===== src/rtl/attn_pkg.sv =====
// rtl/attn_pkg.sv - shared attention datapath constants and row-major index helper
package attn_pkg;

   localparam int DEF_DATA_WIDTH = 4;
   localparam int DEF_ROW_IN     = 4;
   localparam int DEF_COL_IN     = 8;

   // Flattened position of element (r,c) in a row-major matrix with cols columns.
   function automatic int elem_idx(input int r, input int c, input int cols);
      return r * cols + c;
   endfunction

endpackage


===== src/rtl/matrix_bank.sv =====
// rtl/matrix_bank.sv - ROW_IN x COL_IN storage with a row write port and flattened matrix read
module matrix_bank
   import attn_pkg::*;
#(
   parameter  int DATA_WIDTH = DEF_DATA_WIDTH,
   parameter  int ROW_IN     = DEF_ROW_IN,
   parameter  int COL_IN     = DEF_COL_IN,
   localparam int ROW_W      = $clog2(ROW_IN),
   localparam int ROW_BITS   = DATA_WIDTH * COL_IN,
   localparam int MAT_BITS   = ROW_BITS * ROW_IN
) (
   input  logic                clk,
   input  logic                we,
   input  logic [ROW_W-1:0]    wr_row,
   input  logic [ROW_BITS-1:0] wr_data,
   output logic [MAT_BITS-1:0] rd_mat
);

   logic [ROW_BITS-1:0] mem [ROW_IN];

   always_ff @(posedge clk) begin
      if (we) begin
         mem[wr_row] <= wr_data;
      end
   end

   for (genvar r = 0; r < ROW_IN; r++) begin : g_row
      assign rd_mat[DATA_WIDTH*elem_idx(r, 0, COL_IN) +: ROW_BITS] = mem[r];
   end

endmodule


===== src/rtl/matrix_row_buffer.sv =====
// rtl/matrix_row_buffer.sv - ping-pong row collector presenting whole matrices to the transpose stage
module matrix_row_buffer
   import attn_pkg::*;
#(
   parameter  int DATA_WIDTH = DEF_DATA_WIDTH,
   parameter  int ROW_IN     = DEF_ROW_IN,
   parameter  int COL_IN     = DEF_COL_IN,
   localparam int ROW_BITS   = DATA_WIDTH * COL_IN,
   localparam int MAT_BITS   = ROW_BITS * ROW_IN
) (
   input  logic                clk,
   input  logic                rst,
   input  logic                in_valid,
   output logic                in_ready,
   input  logic [ROW_BITS-1:0] in_row,
   output logic                out_valid,
   input  logic                out_ready,
   output logic [MAT_BITS-1:0] out_mat
);

   localparam int               ROW_W    = $clog2(ROW_IN);
   localparam logic [ROW_W-1:0] LAST_ROW = ROW_W'(ROW_IN - 1);

   logic [1:0]          full;
   logic [1:0]          full_nxt;
   logic                wr_bank;
   logic                rd_bank;
   logic [ROW_W-1:0]    row_cnt;
   logic                in_beat;
   logic                out_beat;
   logic                row_last;
   logic [MAT_BITS-1:0] mat0;
   logic [MAT_BITS-1:0] mat1;

   assign in_ready  = !rst && !full[wr_bank];
   assign out_valid = full[rd_bank];
   assign in_beat   = in_valid && in_ready;
   assign out_beat  = out_valid && out_ready;
   assign row_last  = (row_cnt == LAST_ROW);

   // Fill and drain always target different banks, so both edits can land together.
   always_comb begin
      full_nxt = full;
      if (in_beat && row_last) begin
         full_nxt[wr_bank] = 1'b1;
      end
      if (out_beat) begin
         full_nxt[rd_bank] = 1'b0;
      end
   end

   always_ff @(posedge clk) begin
      if (rst) begin
         full    <= 2'b00;
         wr_bank <= 1'b0;
         rd_bank <= 1'b0;
         row_cnt <= '0;
      end else begin
         full <= full_nxt;
         if (in_beat) begin
            row_cnt <= row_last ? '0 : row_cnt + 1'b1;
            if (row_last) begin
               wr_bank <= !wr_bank;
            end
         end
         if (out_beat) begin
            rd_bank <= !rd_bank;
         end
      end
   end

   matrix_bank #(
      .DATA_WIDTH (DATA_WIDTH),
      .ROW_IN     (ROW_IN),
      .COL_IN     (COL_IN)
   ) u_bank0 (
      .clk     (clk),
      .we      (in_beat && !wr_bank),
      .wr_row  (row_cnt),
      .wr_data (in_row),
      .rd_mat  (mat0)
   );

   matrix_bank #(
      .DATA_WIDTH (DATA_WIDTH),
      .ROW_IN     (ROW_IN),
      .COL_IN     (COL_IN)
   ) u_bank1 (
      .clk     (clk),
      .we      (in_beat && wr_bank),
      .wr_row  (row_cnt),
      .wr_data (in_row),
      .rd_mat  (mat1)
   );

   // Gate to zero so the transpose stage never sees a stale or half-filled bank.
   assign out_mat = out_valid ? (rd_bank ? mat1 : mat0) : '0;

endmodule

===== config.mk =====
export PLATFORM = sky130hd
export DESIGN_NAME = matrix_row_buffer
export DESIGN_NICKNAME = d
export VERILOG_FILES = /design/src/rtl/attn_pkg.sv /design/src/rtl/matrix_bank.sv /design/src/rtl/matrix_row_buffer.sv
export SDC_FILE = /design/constraint.sdc
export NUM_CORES = 1
export LEC_CHECK = 0
export ABC_AREA = 0
export BUFFER_PORTS_ARGS = -buffer_cell sky130_fd_sc_hd__buf_2
export CORE_MARGIN = 2
export CORE_UTILIZATION = 47
export CTS_CLUSTER_DIAMETER = 60
export DETAILED_ROUTE_END_ITERATION = 7
export MAX_ROUTING_LAYER = met4
export PLACE_DENSITY = 0.79
export SLEW_MARGIN = 20
export SYNTH_ARGS = -nofsm -noshare
export SYNTH_HDL_FRONTEND = slang
export SYNTH_SLANG_ARGS = --single-unit

===== constraint.sdc =====
create_clock -name clk -period 5.5 [get_ports clk]
set_input_delay 1.1 -clock clk [delete_from_list [all_inputs] [get_ports clk]]
set_output_delay 1.1 -clock clk [all_outputs]
set_load 0.05 [all_outputs]

# --- After elaboration in Yosys (flattened, before gate mapping) ---
# Memories as Yosys holds them, arrays and structs flattened.
# Cells that the tools add are included.
totals:
  elab_cells: 45
  mem_count: 2
  inputBits: 36
  ram_bits: 256
  output_inout_bits: 130
  reg_bits: 6
op_classes:
  eq_ne: 1
  n_addsub: 1
  n_reduce_logical: 13
  n_lt_le_gt_ge: 4
  muxes: 17
  n_bitwise: 3
mem_list:
  columns: ["name", "depth", "width", "read_ports", "rd_ports_with_merged_regs", "write_ports", "line", "rtl"]
  rows:
  - ["u_bank0.mem", 4, 32, 4, 0, 1, "matrix_bank.sv:19", "logic [ROW_BITS-1:0] mem [ROW_IN];"]
  - ["u_bank1.mem", 4, 32, 4, 0, 1, "matrix_bank.sv:19", null]
ops:
  columns: ["cell", "count"]
  rows:
  - ["2-to-1 mux 128 bit", 2]
  - ["2-to-1 mux 1 bit", 10]
  - ["logical AND 1 bit", 8]
  - ["2-to-1 mux 2 bit", 3]
  - ["logical NOT 1 bit", 4]
  - ["less-than comparator 1 x 2 -> 1 bit (second input constant)", 2]
  - ["adder 2 x 1 -> 2 bit (second input constant)", 1]
  - ["AND 2 bit", 1]
  - ["demux 1 bit (select 1 bit)", 2]
  - ["== test 2 bit (second input constant)", 1]
  - ["greater-or-equal comparator 1 bit (second input constant)", 2]
  - ["NOT 2 bit", 1]
  - ["bitwise OR 2 bit", 1]
  - ["AND reduction 2 bit", 1]

# --- Longest topological paths before layout ---
# Gate-level depths: netlist (run 1).
logic_depth:
  word_depth: 9
  depth_mapped: 5
  depth_no_buf: 4

# --- Modules after synthesis ---
# A second synthesis (run 1) with hierarchy kept.
unflattened:
  cells_unflattened: 582
  hier_area_um2: 10014.6
modules_own_cells:
  columns: ["mod", "instances", "cells_per_inst", "seq_area_each_um2", "area_each_um2"]
  rows:
  - ["matrix_bank", 2, 132, 3843.7, 3881.2]
  - ["matrix_row_buffer", 1, 318, 120.1, 2252.2]

# --- Worst setup path before layout (run 1) ---
# Ideal clock, no wire load.
synth_path:
  path_kind: "input port to output port"
  startpoint: "input port rst"
  endpoint: "output port in_ready"
  t_required_ps: 4400
  arrival_ps: 1958
  path_stages: 2
  path_slack_ps: 2442
  n_path_buf: 1
  path_cell_list: "buf_2 -> nor2b_1"
synth_via:
  elab_chain_cells: 2
synth_rtl:
  columns: ["element", "line", "rtl"]
  rows:
  - ["start, declared", "matrix_row_buffer.sv:12", "input logic rst,"]
  - ["logical NOT 1 bit", "matrix_row_buffer.sv:35", "assign in_ready = !rst && !full[wr_bank];"]
  - ["logical AND 1 bit", "matrix_row_buffer.sv:35", null]
  - ["end, declared", "matrix_row_buffer.sv:14", "output logic in_ready,"]
# Every way passes these cells.

# --- Final worst setup path (run 1) ---
layout_path:
  startpoint: "register rd_bank"
  endpoint: "output port out_mat[127]"
layout_via:
  elab_chain_cells: 3
  word_cells_on_any_way: 4
  cone_classes: "mux: 4"
layout_rtl:
  columns: ["element", "line", "rtl"]
  rows:
  - ["start, declared", "matrix_row_buffer.sv:27", "logic rd_bank;"]
  - ["start signal, assigned", "matrix_row_buffer.sv:67", "rd_bank <= !rd_bank;"]
  - ["2-to-1 mux 1 bit (not written as such) (2 in a row)", "matrix_row_buffer.sv:36", "assign out_valid = full[rd_bank];"]
  - ["2-to-1 mux 128 bit (*)", "matrix_row_buffer.sv:97", "assign out_mat = out_valid ? (rd_bank ? mat1 : mat0) : '0;"]
  - ["end, declared", "matrix_row_buffer.sv:18", "output logic [MAT_BITS-1:0] out_mat"]
# Every way passes the cells marked *; elsewhere a longest branch is shown, timed or not. The select of a mux whose other input is x is not followed.

==> metrics, run 1 <==
run status finished, final reports clean; setup total negative slack 0 ps; routability cong. 0.738; drt first pass iters 4; Final WS setup 1680 ps; root cell of the clock tree clkbuf_16; wire length reported by the detailed router 19600 um; Final Util 56.5%; category of the worst setup path capture point primary output; max-cap viol count 0; number of antenna violations at the first check in global routing 0; class of the worst hold path register to register; CTS hold repair buffers 0; total of endpoints with negative setup slack in the final report 0; worst slew pin tran 1080 ps; nets in the synthesized netlist 627; Die Y 150 um; Die Wd 150 um; top library cells by usage in the layout, fill and taps aside edfxtp_1 (256), buf_2 (165), mux2i_1 (129), nor2_1 (129), clkbuf_16 (27); area inside the core boundary 21000 sq um; vias in the first global route 5056; post-route fraction of the period consumed by the critical path 69.4%; Mapped Cells 587; Layout Area Growth over Synthesis 18.0%; Peak supply drop 255 uV; tightest slew margin relative to the limit 28.2%; total clock buffers created by CTS 26; final hold vios 0; Initial Util 47.9%; GRT Overall Usage 17.9%; clock tree from TritonCTS yes; yosys synthesis warning count 0; number of top-level pins 166; pin count of the biggest net entering global routing 63; Net count, final 794; Required @ worst endpoint 4400 ps; average via count per standard cell 5.10; total congestion overflow 0; arrival time at the worst endpoint 2720 ps; global-route wire length before repair 29300 um; FP Rows 53; startpoint class of the critical path register; diode insertion count for antenna repair 0; P_leak 4.14 nW; routed vias 5324; sequential area share after synthesis 77.9%; count of unique library cells instantiated by Yosys 23; time the final worst path needs with I/O delays and setup 3820 ps; RSZ-0062 raised after global routing false; full die area 22500 sq um; DP Worst Slack 2200 ps; # DRC 0; count of cells resized by post-cts repair 0; number of sinks driven by the clock tree 262; Routed Antenna Nets 0; hpwl dp 12200 um; synthesized area 10000 sq um; maximum fanout encountered on the critical timing path 58; total power per unit cell area 332 nW/um^2; post-DR wirelength/cell 18.8 um; Post-Route Hold Slack 533 ps; fin. max-slew vios 0; commonest non-fill, non-tap cell in the layout edfxtp_1; highest achievable clock rate 262 MHz; clock network latency to the later pin of the worst-skew pair 510 ps; Clock Tree Buf Depth 3; post-CTS setup buffer count 0; register bit count reported by yosys 262; CTS clock-pin slew for the worst setup and hold paths 60 ps; Setup Skew 10.7 ps; number of port buffers 165; share of final-layout standard cells stronger than drive strength 1 27.7%; H-tree depth reported by CTS 1; mean area per synthesized cell 17.1 sq um; DRT iter0 DRCs 433; Setup CP Type register to primary output
## cells by family (layout without fill, tap and decap cells)
family,after synthesis,count (layout),synth area share (%)
compound gates,11,11,0.736
simple gates,145,145,5.88
fa+ha+maj,4,4,0.499
buf+inv,35,217,2.06
mux,130,130,13.0
flops,262,262,77.9
## power by group
group	internal [W]	switching, W	total, W
registers	0.00222	0.00000674	0.00223
logic	0.0000250	0.0000761	0.000101
clock network	0.000934	0.000671	0.00160
## registers in the layout, summed over array words and instances, names as in the netlist
register     cells
rd_bank          1
u_bank0.mem    128
u_bank1.mem    128
wr_bank          1
row_cnt          2
full             2
## metal layers
layer	wire, um	part of all wire (%)	up-vias	track usage [%]
met5	0	0	-	-
met4	268	1.4	0	3.44
met3	1040	5.3	27	2.62
met2	9700	49	172	28.6
met1	8620	44	2613	25.0
li1	-	-	2512	-
## through the flow
stage | area, sq um | total power [W] | instances
floorplan | 10000 | 0.00231 | 587
global placement | 11100 | 0.00237 | 1001
detailed placement | 11100 | 0.00237 | 1001
CTS | 11800 | 0.00396 | 1044
global route | 11800 | 0.00406 | 1044
finish | 11800 | 0.00393 | 1044
## critical path, stage by stage, from the launching register on
cell	delay [ps]
dfxtp_4	480
mux2i_4	670
buf_4	610
nor2_1	170
buf_2	250
## Yosys cell counts, drive strengths merged
master  instances  area share, %
mux2i         130             13
a211oi          1          0.075
dfxtp           6            1.2
or3             1          0.062
a211o           1          0.087
ha              4           0.50
o31ai           1          0.075
nor2b           2           0.12
inv             5           0.19
o21ai           2           0.10
edfxtp        256             77
nor4b           1           0.15
and4bb          1           0.12
a31o            1          0.087
a311oi          1          0.087
nand2           4           0.15
and2            7           0.44
buf            30            1.9
a22oi           1          0.075
a21oi           3           0.15
nor2          129            4.8
## area by class of cell
class / count / area [sq um]
repair buffers: 169 / 856
inverters: 5 / 18.8
flip-flops and latches: 262 / 7810
fillers: 1669 / 9120
clock inverters: 10 / 73.8
well taps: 275 / 344
clock buffers: 33 / 698
multi-input cells: 290 / 2040
## final timing paths
check                           cells after the start  slack [ps]        from                 end
worst max-delay path                                4        1680     rd_bank        out_mat[127]
worst min-delay path                                1         530  row_cnt[0]          row_cnt[0]
worst max register to register                      2        3480     full[0]  u_bank0.mem[1][20]
worst min register to register                      1         530  row_cnt[0]          row_cnt[0]
(Power assumes the default switching activity.)
==> run 2: changes to the inputs <==
- clock period: 5.5 -> 3.7 ns (I/O delays scaled with it)
==> metrics, run 2 (synthesized netlist as in run 1, its figures left out) <==
run status finished, final reports clean; highest achievable clock rate 324 MHz; share of final-layout standard cells stronger than drive strength 1 28.1% (+0.35 points); total of endpoints with negative setup slack in the final report 0 (unchanged); DRT iter0 DRCs 397 (-8.3%); RSZ-0062 raised after global routing false; global-route wire length before repair 28400 um (-2.8%); routability cong. 0.733 (-0.69%); commonest non-fill, non-tap cell in the layout edfxtp_1; number of top-level pins 166 (unchanged); category of the worst setup path capture point primary output; post-CTS setup buffer count 0 (unchanged); Peak supply drop 334 uV (+31%); vias in the first global route 5126 (+1.4%); hpwl dp 11900 um (-2.4%); H-tree depth reported by CTS 1 (unchanged); P_leak 4.12 nW (-0.34%); number of sinks driven by the clock tree 262 (unchanged); root cell of the clock tree clkbuf_16; tightest slew margin relative to the limit 34.0% (+5.8 points); Most Crowded Layer GR met2; met2 usage 28.5% (-0.091 points); GRT Overall Usage 17.4% (-0.49 points); post-DR wirelength/cell 18.5 um (-1.9%); total clock buffers created by CTS 25 (-3.8%); full die area 22500 sq um (unchanged); pin count of the biggest net entering global routing 133 (+110%); met3 GRT Util 2.38% (-0.24 points); area of the multi-input gates 2040 sq um (unchanged); fin. max-slew vios 0 (unchanged); CTS hold repair buffers 0 (unchanged); Die Y 150 um (unchanged); startpoint class of the critical path register; # DRC 0 (unchanged); number of port buffers 165 (unchanged); Clock Tree Buf Depth 3 (unchanged); max-cap viol count 0 (unchanged); Final Util 56.3% (-0.18 points); Die Wd 150 um (unchanged); average via count per standard cell 5.10 (about the same); count of cells resized by post-cts repair 0 (unchanged); final hold vios 0 (unchanged); register area 7810 sq um (unchanged); post-route fraction of the period consumed by the critical path 83.5%; FP Rows 53 (unchanged); Setup CP Type register to primary output; met1 Track Usage GR 22.9% (-2.0 points); total power per unit cell area 484 nW/um^2 (+46%); count of fill cells added during filler insertion 1646 (-1.4%); worst slew pin tran 990 ps (-86.7 ps); maximum fanout encountered on the critical timing path 132 (+130%); Routed Antenna Nets 0 (unchanged); area inside the core boundary 21000 sq um (unchanged); time the final worst path needs with I/O delays and setup 3090 ps; Setup Skew 6.78 ps (-3.96 ps); clock tree from TritonCTS yes; total congestion overflow 0 (unchanged); Net count, final 792 (-0.25%); class of the worst hold path input pin to register; setup total negative slack 0 ps (unchanged); arrival time at the worst endpoint 2350 ps (-370 ps); number of antenna violations at the first check in global routing 1 (+1); drt first pass iters 5 (+1); Regs by FF count u_bank0.mem x128, u_bank1.mem x128; Layout Area Growth over Synthesis 17.7%; Initial Util 47.9% (unchanged); wire length reported by the detailed router 19300 um (-1.7%); Required @ worst endpoint 2960 ps (-1440 ps); clock network latency to the later pin of the worst-skew pair 510 ps (about the same); top library cells by usage in the layout, fill and taps aside edfxtp_1 (256), buf_2 (165), mux2i_1 (129), nor2_1 (129), clkbuf_16 (25); routed vias 5335 (+0.21%); CTS clock-pin slew for the worst setup and hold paths 60 ps (about the same)
run 2: changes by cell type in the layout (fill, tap and decap cells not counted), sizes merged:
cell / change
buf: -1
bufinv: -1
clkbuf: -7
clkinv: +8
diode: +1
inv: +2
run 2: final timing paths:
kind / startpoint / to / slack [ps] / cells after the start
max reg2reg: full[0] / u_bank0.mem[1][24] / 1660 / 2
min reg2reg: row_cnt[0] / row_cnt[0] / 510 / 1
max: rd_bank / out_mat[86] / 610 / 4
min: in_row[0] / u_bank1.mem[2][0] / 500 / 1
run 2: final cells by class:
cell class                      instances  area share (%)
Clock inverter                         19           0.827
Tap cell                              275            2.92
Clock buffer                           26            5.33
Antenna cell                            1          0.0212
Timing Repair Buffer                  168            7.30
Sequential cell                       262            66.2
Inverter                                5           0.159
Multi-Input combinational cell        290            17.3
run 2: where the power goes:
part	internal, W	leakage, nW	switching (W)
combinational	0.0000372	1.40	0.000112
sequential	0.00330	2.36	0.0000103
clock	0.00123	0.359	0.00101
run 2: through the flow:
stage / total power, W / cell area (sq um) / std cells / hold slack [ps] / setup slack [ps]
global route: 0.00587 / 11800 / 1046 / 488 / 502
floorplan: 0.00344 / 10000 / 587 / 475 / 1280
detailed placement: 0.00352 / 11100 / 1000 / 503 / 1160
CTS: 0.00574 / 11800 / 1045 / 482 / 594
finish: 0.00571 / 11800 / 1046 / 497 / 611
global placement: 0.00352 / 11100 / 1000 / 502 / 1180
run 2: per-layer routing:
layer | routed length [um] | part of all wire (%)
met3 | 1200 | 6.2
met2 | 9640 | 50
met5 | 0 | 0
met1 | 8060 | 42
met4 | 406 | 2.1
run 2: worst max-delay path, cell delays in order, from the launching register on:
cell	delay (ps)
dfxtp_4	370
buf_12	650
mux2i_1	390
nor2_1	60
buf_2	230
